$ cat src/rtl/lcd_ctrl_if.sv
// LCD panel pin bundle: 8-bit data bus, register select, read/write, enable and power.
interface lcd_ctrl_if;
  logic [7:0] data;
  logic       rs;
  logic       rw;
  logic       en;
  logic       on;

  modport master (output data, rs, rw, en, on);
  modport slave  (input  data, rs, rw, en, on);
endinterface

$ cat src/rtl/lcd_ctrl.sv
// HD44780-style write sequencer driven by the core's LCD register: toggle-strobed
// requests become timed RS/data setup, E pulse, hold and execution wait.
module lcd_ctrl #(
  parameter int unsigned T_SETUP = 2,
  parameter int unsigned T_PULSE = 12,
  parameter int unsigned T_HOLD  = 2,
  parameter int unsigned T_EXEC  = 2500,
  parameter int unsigned T_LONG  = 82000,
  parameter int unsigned T_INIT  = 2000000
) (
  input  logic              clk_i,
  input  logic              rst_i,
  input  logic [31:0]       io_lcd_i,
  lcd_ctrl_if.master        lcd,
  output logic              busy_o,
  output logic              overrun_o
);

  localparam int unsigned T_M0  = (T_SETUP > T_PULSE) ? T_SETUP : T_PULSE;
  localparam int unsigned T_M1  = (T_M0 > T_HOLD) ? T_M0 : T_HOLD;
  localparam int unsigned T_M2  = (T_M1 > T_EXEC) ? T_M1 : T_EXEC;
  localparam int unsigned T_M3  = (T_M2 > T_LONG) ? T_M2 : T_LONG;
  localparam int unsigned T_MAX = (T_M3 > T_INIT) ? T_M3 : T_INIT;
  localparam int unsigned CW    = $clog2(T_MAX + 1);

  typedef enum logic [2:0] {
    S_INIT,
    S_IDLE,
    S_SETUP,
    S_PULSE,
    S_HOLD,
    S_EXEC
  } state_e;

  state_e          state_q, state_d;
  logic [CW-1:0]   cnt_q, cnt_d;
  logic            tog_q;
  logic            pend_v_q, pend_v_d;
  logic            pend_rs_q, pend_rs_d;
  logic [7:0]      pend_data_q, pend_data_d;
  logic            rs_q, rs_d;
  logic [7:0]      data_q, data_d;
  logic            en_q;
  logic            on_q;
  logic            busy_q;
  logic            ovr_q, ovr_d;

  logic            req_c;
  logic            cnt_zero_c;
  logic            pend_take_c;
  logic            accept_direct_c;
  logic            is_long_c;
  logic            unused_c;

  assign req_c           = io_lcd_i[10] ^ tog_q;
  assign cnt_zero_c      = (cnt_q == '0);
  assign accept_direct_c = (state_q == S_IDLE) && !pend_v_q;
  assign is_long_c       = !rs_q && ((data_q == 8'h01) || (data_q == 8'h02) || (data_q == 8'h03));
  assign unused_c        = ^{io_lcd_i[30:11], io_lcd_i[8]};

  // Next-state, counter, output-register and pending-buffer logic
  always_comb begin
    state_d     = state_q;
    cnt_d       = cnt_zero_c ? cnt_q : cnt_q - CW'(1);
    rs_d        = rs_q;
    data_d      = data_q;
    pend_v_d    = pend_v_q;
    pend_rs_d   = pend_rs_q;
    pend_data_d = pend_data_q;
    ovr_d       = ovr_q;
    pend_take_c = 1'b0;

    case (state_q)
      S_INIT: begin
        if (cnt_zero_c) begin
          if (pend_v_q) begin
            state_d     = S_SETUP;
            cnt_d       = CW'(T_SETUP - 1);
            rs_d        = pend_rs_q;
            data_d      = pend_data_q;
            pend_take_c = 1'b1;
          end else begin
            state_d = S_IDLE;
          end
        end
      end
      S_IDLE: begin
        // A pending entry can only be left here if it arrived on an exit cycle
        if (pend_v_q) begin
          state_d     = S_SETUP;
          cnt_d       = CW'(T_SETUP - 1);
          rs_d        = pend_rs_q;
          data_d      = pend_data_q;
          pend_take_c = 1'b1;
        end else if (req_c) begin
          state_d = S_SETUP;
          cnt_d   = CW'(T_SETUP - 1);
          rs_d    = io_lcd_i[9];
          data_d  = io_lcd_i[7:0];
        end
      end
      S_SETUP: begin
        if (cnt_zero_c) begin
          state_d = S_PULSE;
          cnt_d   = CW'(T_PULSE - 1);
        end
      end
      S_PULSE: begin
        if (cnt_zero_c) begin
          state_d = S_HOLD;
          cnt_d   = CW'(T_HOLD - 1);
        end
      end
      S_HOLD: begin
        if (cnt_zero_c) begin
          state_d = S_EXEC;
          cnt_d   = is_long_c ? CW'(T_LONG - 1) : CW'(T_EXEC - 1);
        end
      end
      S_EXEC: begin
        if (cnt_zero_c) begin
          if (pend_v_q) begin
            state_d     = S_SETUP;
            cnt_d       = CW'(T_SETUP - 1);
            rs_d        = pend_rs_q;
            data_d      = pend_data_q;
            pend_take_c = 1'b1;
          end else begin
            state_d = S_IDLE;
          end
        end
      end
      default: state_d = S_IDLE;
    endcase

    if (pend_take_c) begin
      pend_v_d = 1'b0;
    end

    // A request outside direct IDLE acceptance goes to the buffer; a full buffer drops it
    if (req_c && !accept_direct_c) begin
      if (!pend_v_q || pend_take_c) begin
        pend_v_d    = 1'b1;
        pend_rs_d   = io_lcd_i[9];
        pend_data_d = io_lcd_i[7:0];
      end else begin
        ovr_d = 1'b1;
      end
    end
  end

  always_ff @(posedge clk_i) begin
    if (rst_i) begin
      state_q     <= S_INIT;
      cnt_q       <= CW'(T_INIT - 1);
      tog_q       <= io_lcd_i[10];
      pend_v_q    <= 1'b0;
      pend_rs_q   <= 1'b0;
      pend_data_q <= 8'h00;
      rs_q        <= 1'b0;
      data_q      <= 8'h00;
      en_q        <= 1'b0;
      on_q        <= 1'b0;
      busy_q      <= 1'b0;
      ovr_q       <= 1'b0;
    end else begin
      state_q     <= state_d;
      cnt_q       <= cnt_d;
      tog_q       <= io_lcd_i[10];
      pend_v_q    <= pend_v_d;
      pend_rs_q   <= pend_rs_d;
      pend_data_q <= pend_data_d;
      rs_q        <= rs_d;
      data_q      <= data_d;
      en_q        <= (state_d == S_PULSE);
      on_q        <= io_lcd_i[31];
      busy_q      <= (state_d != S_IDLE) || pend_v_d;
      ovr_q       <= ovr_d;
    end
  end

  assign lcd.data  = data_q;
  assign lcd.rs    = rs_q;
  assign lcd.rw    = 1'b0;
  assign lcd.en    = en_q;
  assign lcd.on    = on_q;
  assign busy_o    = busy_q;
  assign overrun_o = ovr_q;

endmodule

$ cat src/flat_wrapper.sv
// flat-port wrapper written by rule: the top's interface ports become plain ports
module lcd_ctrl_flat 
#(
  parameter int unsigned T_SETUP = 2,
  parameter int unsigned T_PULSE = 12,
  parameter int unsigned T_HOLD  = 2,
  parameter int unsigned T_EXEC  = 2500,
  parameter int unsigned T_LONG  = 82000,
  parameter int unsigned T_INIT  = 2000000
)
  (clk_i, rst_i, io_lcd_i, busy_o, overrun_o, lcd_data, lcd_rs, lcd_rw, lcd_en, lcd_on);
  lcd_ctrl_if lcd_i ();
  input  logic clk_i;
  input  logic rst_i;
  input  logic [31:0] io_lcd_i;
  output logic busy_o;
  output logic overrun_o;
  output wire logic [$bits(lcd_i.data)-1:0] lcd_data;
  output wire logic [$bits(lcd_i.rs)-1:0] lcd_rs;
  output wire logic [$bits(lcd_i.rw)-1:0] lcd_rw;
  output wire logic [$bits(lcd_i.en)-1:0] lcd_en;
  output wire logic [$bits(lcd_i.on)-1:0] lcd_on;
  assign lcd_data = lcd_i.data;
  assign lcd_rs = lcd_i.rs;
  assign lcd_rw = lcd_i.rw;
  assign lcd_en = lcd_i.en;
  assign lcd_on = lcd_i.on;
  lcd_ctrl #(.T_SETUP(T_SETUP), .T_PULSE(T_PULSE), .T_HOLD(T_HOLD), .T_EXEC(T_EXEC), .T_LONG(T_LONG), .T_INIT(T_INIT)) u_core (.clk_i(clk_i), .rst_i(rst_i), .io_lcd_i(io_lcd_i), .lcd(lcd_i), .busy_o(busy_o), .overrun_o(overrun_o));
endmodule
$ cat config.mk
export PLATFORM = sky130hd
export DESIGN_NAME = lcd_ctrl_flat
export DESIGN_NICKNAME = d
export VERILOG_FILES = /design/src/rtl/lcd_ctrl_if.sv /design/src/rtl/lcd_ctrl.sv /design/src/flat_wrapper.sv
export SDC_FILE = /design/constraint.sdc
export NUM_CORES = 1
export LEC_CHECK = 0
export ABC_AREA = 0
export BUFFER_PORTS_ARGS = -buffer_cell sky130_fd_sc_hd__buf_2
export CORE_MARGIN = 2
export CORE_UTILIZATION = 45
export CTS_BUF_LIST = sky130_fd_sc_hd__clkbuf_16
export CTS_CLUSTER_SIZE = 8
export DETAILED_ROUTE_END_ITERATION = 8
export PLACE_DENSITY = 0.65
export SYNTH_ARGS = -nofsm -noshare
export SYNTH_HDL_FRONTEND = slang
export SYNTH_SLANG_ARGS = --single-unit
$ cat constraint.sdc
create_clock -name clk_i -period 5.1 [get_ports clk_i]
set_clock_uncertainty 0.1 [all_clocks]
set_input_delay 0.255 -clock clk_i [delete_from_list [all_inputs] [get_ports clk_i]]
set_output_delay 0.255 -clock clk_i [all_outputs]
set_load 0.01 [all_outputs]
# After elaboration in Yosys (flattened, before gate mapping)
# Index checks and enable logic that the tools add are counted.
# totals
reg_bits,48
out_inout_bits,14
wordCells,79
# op_classes
add_sub_neg,1
eq_ne,13
mux,34
n_bitwise,2
reduce_logical,17
# ops
operator,count
21-bit 2-to-1 mux,8
21-bit one-hot mux with 5 select lines,1
8-bit 2-to-1 mux,4
21-bit zero test,1
21-bit by 1-bit subtractor with 21-bit output (second input constant),1
3-bit 2-to-1 mux,6
17-bit 2-to-1 mux,1
8-bit by 2-bit == test with 1-bit output (second input constant),2
8-bit one-hot mux with 2 select lines,1
3-bit one-hot mux with 5 select lines,1
3-bit by 2-bit == test with 1-bit output (second input constant),3
1-bit 2-to-1 mux,9
8-bit by 1-bit == test with 1-bit output (second input constant),1
3-bit == test (second input constant),2
3-bit by 1-bit inequality test with 1-bit output (second input constant),2
1-bit logical OR,4
2-bit by 1-bit inequality test with 1-bit output (second input constant),2
1-bit one-hot mux with 2 select lines,2
2-bit AND reduction,2
4-bit AND reduction,1
3-bit by 1-bit == test with 1-bit output (second input constant),1
1-bit logical AND,3
1-bit zero test,3
3-bit zero test,1
other kinds (5),5

# Depth between registers and ports, before layout
# Gate-level depths: netlist (run 1).
# logic_depth
word_depth,7
depth_mapped,10

# Worst setup path after synthesis (run 1)
# Ideal clock, no wire load.
# synth_timing
path_kind,flip-flop to flip-flop
start,reg u_core.cnt_q[0]
end,reg u_core.cnt_q[0]
setup_ns,0.145
arrival_time_ns,2.063
setup_slack_ns,2.792
path_stages_with_launch,10
cell_sequence,dfxtp_1 inv_1 ha_1 nor4b_2 nand4_2 nor2_4 inv_2 ha_1 o311ai_0 a41oi_1
# synth_between
elab_chain_len,5
elab_cells_between_ends,11
classes_between,add/sub (1); mux (9); reduce/logical (1)
# synth_lines
item,line_no,source
start: declaration,lcd_ctrl.sv:36,"logic [CW-1:0] cnt_q, cnt_d;"
start signal: assignment,lcd_ctrl.sv:155,cnt_q <= CW'(T_INIT - 1);
start signal: assignment,lcd_ctrl.sv:168,cnt_q <= cnt_d;
21-bit by 1-bit subtractor with 21-bit output / 21-bit zero test (equally long branches),"lcd_ctrl.sv:64, lcd_ctrl.sv:56",
21-bit 2-to-1 mux,lcd_ctrl.sv:64,cnt_d = cnt_zero_c ? cnt_q : cnt_q - CW'(1);
21-bit 2-to-1 mux (on tied branches),"lcd_ctrl.sv:76, lcd_ctrl.sv:122, lcd_ctrl.sv:95",
21-bit 2-to-1 mux (on tied branches),"lcd_ctrl.sv:121, lcd_ctrl.sv:89",
21-bit one-hot mux with 5 select lines *,lcd_ctrl.sv:73,case (state_q)
# Every way passes the cells marked *; elsewhere a longest branch is shown, timed or not.
# A chain may end at the register's enable or synchronous reset.

# Final worst setup path (run 1)
# layout_timing
start,reg u_core.cnt_q[0]
end,reg u_core.pend_data_q[1]
# layout_between
elab_chain_len,5
# layout_lines
item,line_no,source
21-bit zero test,lcd_ctrl.sv:56,assign cnt_zero_c = (cnt_q == '0);
1-bit 2-to-1 mux,lcd_ctrl.sv:121,if (cnt_zero_c) begin
1-bit one-hot mux with 2 select lines,lcd_ctrl.sv:73,
1-bit logical OR,lcd_ctrl.sv:142,if (!pend_v_q || pend_take_c) begin
2-bit AND reduction (no line),--,
end signal: assignment,lcd_ctrl.sv:172,pend_data_q <= pend_data_d;
end: declaration,lcd_ctrl.sv:40,"logic [7:0] pend_data_q, pend_data_d;"
# Every way passes these cells.

==> results of run 1 <==
flip-flops by register name, summed over array words and instances (netlist names):
name,cells
u_core.tog_q,1
u_core.pend_v_q,1
u_core.lcd.data,8
u_core.pend_data_q,8
u_core.lcd.rs,1
u_core.state_q,3
u_core.overrun_o,1
u_core.pend_rs_q,1
u_core.lcd.on,1
u_core.busy_o,1
u_core.lcd.en,1
u_core.cnt_q,21
area by class of cell:
class	count	area share (%)
clock buffer	5	4.28
multi-input combinational	237	53.4
inverter	7	0.899
tap	72	3.08
clock inverter	3	0.514
timing repair buffer	27	4.88
sequential	48	32.9
metal layers:
layer / vias to the layer above / global-route usage [%]
li1: 1191 / -
met1: 1076 / 26.2
met2: 60 / 33.8
met3: 6 / 3.56
met4: 0 / 7.29
met5: - / 0
cell families after synthesis:
logic type | share of synthesized area (%)
DFF | 36.2
adders and majority gates | 1.41
other | 0.141
buffers and inverters | 5.28
xor gates and xnor gates | 5.28
AOI/OAI and AO/OA | 20.7
muxes | 8.34
and+or+nand+nor | 22.7
final timing paths:
path                                                          from  depth (start not counted)                                  to
worst max-delay path                    u_core.cnt_q[0]$_SDFF_PP1_                          7  u_core.pend_data_q[1]$_SDFFE_PP0P_
worst min-delay path                                  io_lcd_i[31]                          2            u_core.lcd.on$_SDFF_PP0_
worst max register to register          u_core.cnt_q[0]$_SDFF_PP1_                          7  u_core.pend_data_q[1]$_SDFFE_PP0P_
worst min register to register  u_core.pend_data_q[5]$_SDFFE_PP0P_                          2  u_core.pend_data_q[5]$_SDFFE_PP0P_
what timing repair did:
action,CTS,global route
hold buffers,1,0
gates resized for setup,0,0
endpoints found under the hold margin,1,0
cell usage in the layout (no fill, tap or decap), types with 2 or more instances in the layout:
cell,count
a21oi_1,24
a311oi_1,9
a31oi_1,5
buf_2,25
clkbuf_16,5
dfxtp_1,48
ha_1,3
inv_1,7
mux2i_1,21
nand2_1,34
nand3_1,8
nand4_1,6
nand4b_1,2
nor2_1,19
nor2b_1,5
nor3_1,12
nor4_1,7
nor4_2,3
o211a_1,2
o211ai_1,2
o21ai_0,22
o311ai_0,2
o31ai_1,5
or3_1,4
or4_1,2
xnor2_1,3
xor2_1,13
through the flow:
stage	instances	setup WS [ns]	area (sq um)	hold slack (ns)
after detailed placement	390	1.89	2770	0.288
after floorplan	316	2.79	2660	0.183
after global routing	399	1.58	2920	0.114
after CTS	399	1.83	2920	0.0716
final	399	1.79	2920	0.0738
after global placement	390	1.90	2770	0.286
worst max-delay path: stages, from the launching register on:
cell and delay, ns:
dfxtp_1 0.38, inv_1 0.13, ha_1 0.16, nor4b_2 0.34, and4_1 0.59, a31oi_1 0.25
a21oi_1 0.97, mux2i_1 0.29
synth_stat cells (all sizes together):
library cell / n / share of area (%)
a211oi: 2 / 0.75
o31a: 1 / 0.33
o31ai: 5 / 1.4
a31o: 1 / 0.33
o311ai: 2 / 0.66
dfxtp: 48 / 36
nand4b: 2 / 0.66
nand2: 34 / 4.8
o211a: 2 / 0.75
xnor2: 3 / 0.99
ha: 3 / 1.4
nor4: 10 / 2.8
xor2: 13 / 4.3
nor4b: 2 / 1.5
a311oi: 9 / 3.0
o211ai: 2 / 0.57
buf: 9 / 2.2
a221o: 1 / 0.38
nand3: 8 / 1.5
or3: 4 / 0.94
mux2: 1 / 0.42
nor2: 21 / 3.3
nand4: 7 / 1.9
clkbuf: 15 / 2.1
inv: 7 / 0.99
a21oi: 24 / 4.5
o21ai: 22 / 4.1
a2111oi: 1 / 0.38
o41a: 1 / 0.42
o311a: 1 / 0.38
nand2b: 1 / 0.24
and4: 1 / 0.33
o2111ai: 1 / 0.33
nor2b: 5 / 1.2
o22ai: 1 / 0.24
or2: 1 / 0.24
or4: 3 / 0.99
a21o: 1 / 0.28
conb: 1 / 0.14
nor3: 12 / 2.3
a41oi: 1 / 0.33
a311o: 1 / 0.38
mux2i: 21 / 7.9
a31oi: 5 / 1.2
power groups by stage:
stage,Sequential (W),Combinational [W],Clock [W]
final,0.000395,0.0000613,0.000321
after floorplan,0.000400,0.0000465,0
after global routing,0.000396,0.0000693,0.000342
after global placement,0.000403,0.0000589,0
after detailed placement,0.000403,0.0000596,0
after CTS,0.000395,0.0000612,0.000328
==> flow_summary.toml, run 1 <==
[grt]
antenna_found_initial = 0
grt_pass1_vias = 2205
grt_overflow = 0
grt_max_degree = 31
grt_use_total_pct = 20.2
grt_pass1_wl_um = 10400

[timing]
tightest_slew_ns = 1.18
max_freq_mhz = 302
timing_hold_violations_final = 0
period_needed_ns = 3.31
rsz0062_at_grt = "no"
setup_viol = 0
relSlewSlack_pct = 21.6
tns_ns = 0
fin_crit_sh_pct = 64.9
drv_slew = 0

[synth]
yosysWarnings = 0
avgSynthCellArea_sq_um = 8.41
synth.net_count = 353
seq_area_frac_synth_pct = 36.2
yosysUniqueCellTypes = 55
ys_ff_latch = 48
syn_inst = 316
netlist_area_sq_mm = 0.00266

[placed_design]
numPortBuffers = 25
gpl.final_weighted_congestion = 0.845
place_hpwl_um = 4000

[cts]
htreeDepth = 2
cts_buffers = 5
clockBufferDepth = 2
tritoncts = "built"
path_clk_slew_ns = 0.06
clk_latency_ns = 0.29
post_cts_buffers = 0
cts-root-buf = "clkbuf_16"
cts_sinks = 48

[route]
wl_met3_um = 285
avgRoutedWirePerCell_um = 15.1
firstDrtPassIters = 5
wl_met2_um = 2760
ant_nets = 0
vias = 2333
routed_wl_um = 6030
route.detailed.drc = 0
vias_per_cell = 5.85
top_layer_used = "met4"
drt_iter0_drc = 208
wl_met1_um = 2900

[critical_path]
startpoint_type = "flip-flop"
cp_max_fo = 14
crit_required_ns = 5.21
reg2reg_setup_slack_ns = 1.79
crit_type = "flip-flop to flip-flop"
arrival_ns = 3.42
worstSetupEndpointType = "flip-flop"

[power_and_ir_drop]
power_switching_w = 0.000188
internal_power_w = 0.000589
p_clk_share_pct = 41.3
fin_total_pwr_w = 0.000777
combPwrFrac_pct = 7.9
p_sw_share_pct = 24.2
p_leak_nw = 1.06
power.density_mw_per_mm2 = 266
ir_drop_v = 0.000229
seqPwrFrac_pct = 50.8

[layout]
utilization_pct = 52.1
antenna_cells = 0
seq_area_sq_um = 961
drive_above_1_share_pct = 14.1
area_delta_synth_final_pct = 9.99
multi_input_comb_area_sq_mm = 0.00156
fillers = 558
final_nets = 363

[min_path]
min_path_type = "input port to flip-flop"

[die]
die_area_sq_mm = 0.00653
start_util_pct = 47.4
die-width_um = 80.8
pin_count = 48
rows = 27
die_y_um = 80.8
core_sq_mm = 0.00561

[run]
max_cap_viol_count = 0

[status]
status = "finished, final reports clean"
Note: power is estimated with default switching activity, not from simulation.
==> run 2, diff against run 1 <==
ABC_AREA = 1   (was 0)
PLACE_DENSITY = 0.67   (was 0.65)
clock period = 2.7 ns   (was 5.1 ns; I/O delays follow)
==> run 2 against run 1 <==
Against the previous run: die area is 2.3% higher; clock power is 120% higher; critical path type unchanged; wire length is 5.5% higher; highest routed layer unchanged; first-iteration DRC count is 46% lower; via count is 9.6% higher; register-to-register slack worse by 1.4 ns; hold slack worse by 0.056 ns; critical path depth is 2 higher.
==> flow_summary.toml, run 2 <==
[status]
status = "finished, final reports clean"

[min_path]
min_path_type = "input port to flip-flop"
hold_depth = 3

[critical_path]
crit_slowest_cell = "dfxtp_1"
crit_required_ns = 2.78
cp_num_buf_inv = 1
startpoint_type = "flip-flop"
cp_max_fo = 16
arrival_ns = 2.38
crit_cells = 9
cp_top_family = "simple AND/OR/NAND/NOR gates"
crit_type = "flip-flop to flip-flop"
worstSetupEndpointType = "flip-flop"
r2r_cells = 9
critical-path-max-stage-delay_ns = 0.35
crit_chain = "inv_1, ha_1, nand3_1, nor2_4, nand3_4, o21ai_4, nand4_2, nand2_1, nor2_1"

[grt]
top_usage_layer = "met2"
grt_pass1_wl_um = 10900
grt_pass1_vias = 2448
antenna_found_initial = 0
grt_overflow = 0
use_met1_pct = 26.0
grt_use_total_pct = 20.9
met3_usage_pct = 4.07
grtUsageMet2_pct = 36.4
grt_max_degree = 26

[die]
pin_count = 48
die_y_um = 81.7
die-width_um = 81.7
rows = 28
start_util_pct = 46.2
die_area_sq_mm = 0.00668
core_sq_mm = 0.00589

[layout]
seq_area_sq_um = 961
mostFrequentLayoutCells = "124 x nand2_1, 48 x dfxtp_1, 47 x nor2_1, 36 x nand3_1, 30 x inv_1"
fillers = 619
multi_input_comb_area_sq_mm = 0.00155
largest_register_ff_count = 21
area_delta_synth_final_pct = 13.0
final_common_cell = "nand2_1"
final_nets = 466
antenna_cells = 0
drive_above_1_share_pct = 14.7
top_register = "u_core.cnt_q"

[route]
firstDrtPassIters = 4
ant_nets = 0
vias_per_cell = 5.07
avgRoutedWirePerCell_um = 12.6
routed_wl_um = 6360
drt_iter0_drc = 112
route.detailed.drc = 0
vias = 2558

[cts]
cts-root-buf = "clkbuf_16"
path_clk_slew_ns = 0.07
clockBufferDepth = 2
clk_latency_ns = 0.29
htreeDepth = 2
tritoncts = "built"
post_cts_buffers = 0
cts_buffers = 5
cts_sinks = 48

[timing]
setup_viol = 0
tns_ns = 0
rsz0062_at_grt = "no"
max_freq_mhz = 435
period_needed_ns = 2.30
timing_hold_violations_final = 0
fin_crit_sh_pct = 85.2
drv_slew = 0
postLayoutSetupSlackWorst_ns = 0.400

[power_and_ir_drop]
combPwrFrac_pct = 7.3
ir_drop_v = 0.000355
power_switching_w = 0.000361
p_leak_nw = 1.44
power.density_mw_per_mm2 = 511
p_clk_share_pct = 45.5
seqPwrFrac_pct = 47.2
internal_power_w = 0.00121
p_sw_share_pct = 23.0

[placed_design]
numPortBuffers = 25
gpl.final_weighted_congestion = 0.801
detailedPlace.worstSlack_ns = 0.459
place_hpwl_um = 4690

[synth]
synth_top_area_cell = "dfxtp_1"
netlist_top_cells_count = "124 x nand2_1, 48 x dfxtp_1, 47 x nor2_1"
synth-edff-count = 0
synth.top_cell.area_share_pct = 35.3
yosysUniqueCellTypes = 36
async_flop_share_pct = 0
netlist_area_sq_mm = 0.00272
avgSynthCellArea_sq_um = 6.72
seq_area_frac_synth_pct = 35.3
yosysMostFrequentCell = "nand2_1"
synth_area_leaders = "dfxtp_1 35%, nand2_1 17%, nand3_1 6.6%, nor2_1 6.5%, a21oi_1 5.3%"
ys_ff_latch = 48
syn_inst = 405
synth.net_count = 442
yosysWarnings = 0
yosys_most_used_dff = "dfxtp_1"

[run]
max_cap_viol_count = 0
## run 2: path summary, 6_finish.rpt
| kind | from | to | slack, ns |
|---|---|---|---|
| setup / recovery | u_core.cnt_q[0]$_SDFF_PP1_ | u_core.cnt_q[9]$_SDFF_PP0_ | 0.40 |
| hold / removal | io_lcd_i[0] | u_core.pend_data_q[0]$_SDFFE_PP0P_ | 0.02 |
| setup reg to reg | u_core.cnt_q[0]$_SDFF_PP1_ | u_core.cnt_q[9]$_SDFF_PP0_ | 0.40 |
| hold reg to reg | u_core.pend_rs_q$_SDFFE_PP0P_ | u_core.pend_rs_q$_SDFFE_PP0P_ | 0.36 |
## run 2: what timing repair did
action	in CTS	in global routing
hold buffers	2	0
resized for setup	0	0
endpoints found under the hold margin	2	0
setup endpoints to repair	0	0
## run 2: cell families after synthesis
family / share of synthesized area, %
xor gates and xnor gates: 5.15
buffers and inverters: 7.82
and+or+nand+nor: 39.7
adders and majority gates: 1.38
AOI/OAI and AO/OA: 10.4
DFF: 35.3
other: 0.138
## run 2: area by class of cell
type	count	area share, %
inverter	33	4.03
clock buffer	5	4.07
timing repair buffer	31	5.70
tap	75	3.05
multi-input combinational	310	50.3
sequential	48	31.3
clock inverter	3	1.55
## run 2: power by group through the flow
stage | sequential (W) | combinational (W) | clock, W
3_3_place_gp | 0.000757 | 0.000108 | 0
2_1_floorplan | 0.000754 | 0.0000803 | 0
6_report | 0.000742 | 0.000114 | 0.000714
3_5_place_dp | 0.000758 | 0.000112 | 0
4_1_cts | 0.000741 | 0.000116 | 0.000737
5_1_grt | 0.000744 | 0.000131 | 0.000758
## run 2: per-stage QoR
step	hold WS, ns	total power (W)	cells	cell area (sq um)	util (%)
floorplan	0.0627	0.000834	405	2720	-
global placement	0.163	0.000866	495	2880	48.9
detailed placement	0.164	0.000869	495	2880	48.9
CTS	0.0124	0.00159	505	3070	52.2
global route	0.0241	0.00163	505	3070	52.2
finish	0.0177	0.00157	505	3070	52.2
## run 2: tightest hold or removal path: stages
cell and delay [ns]:
buf_2 0.10, nand3_1 0.07, a21oi_1 0.06
## run 2: routing by layer
metal  routed length (um)  part of all wire [%]
met5                    0                     0
met4                   72                   1.1
met3                  194                   3.0
met2                 3160                    50
met1                 2940                    46
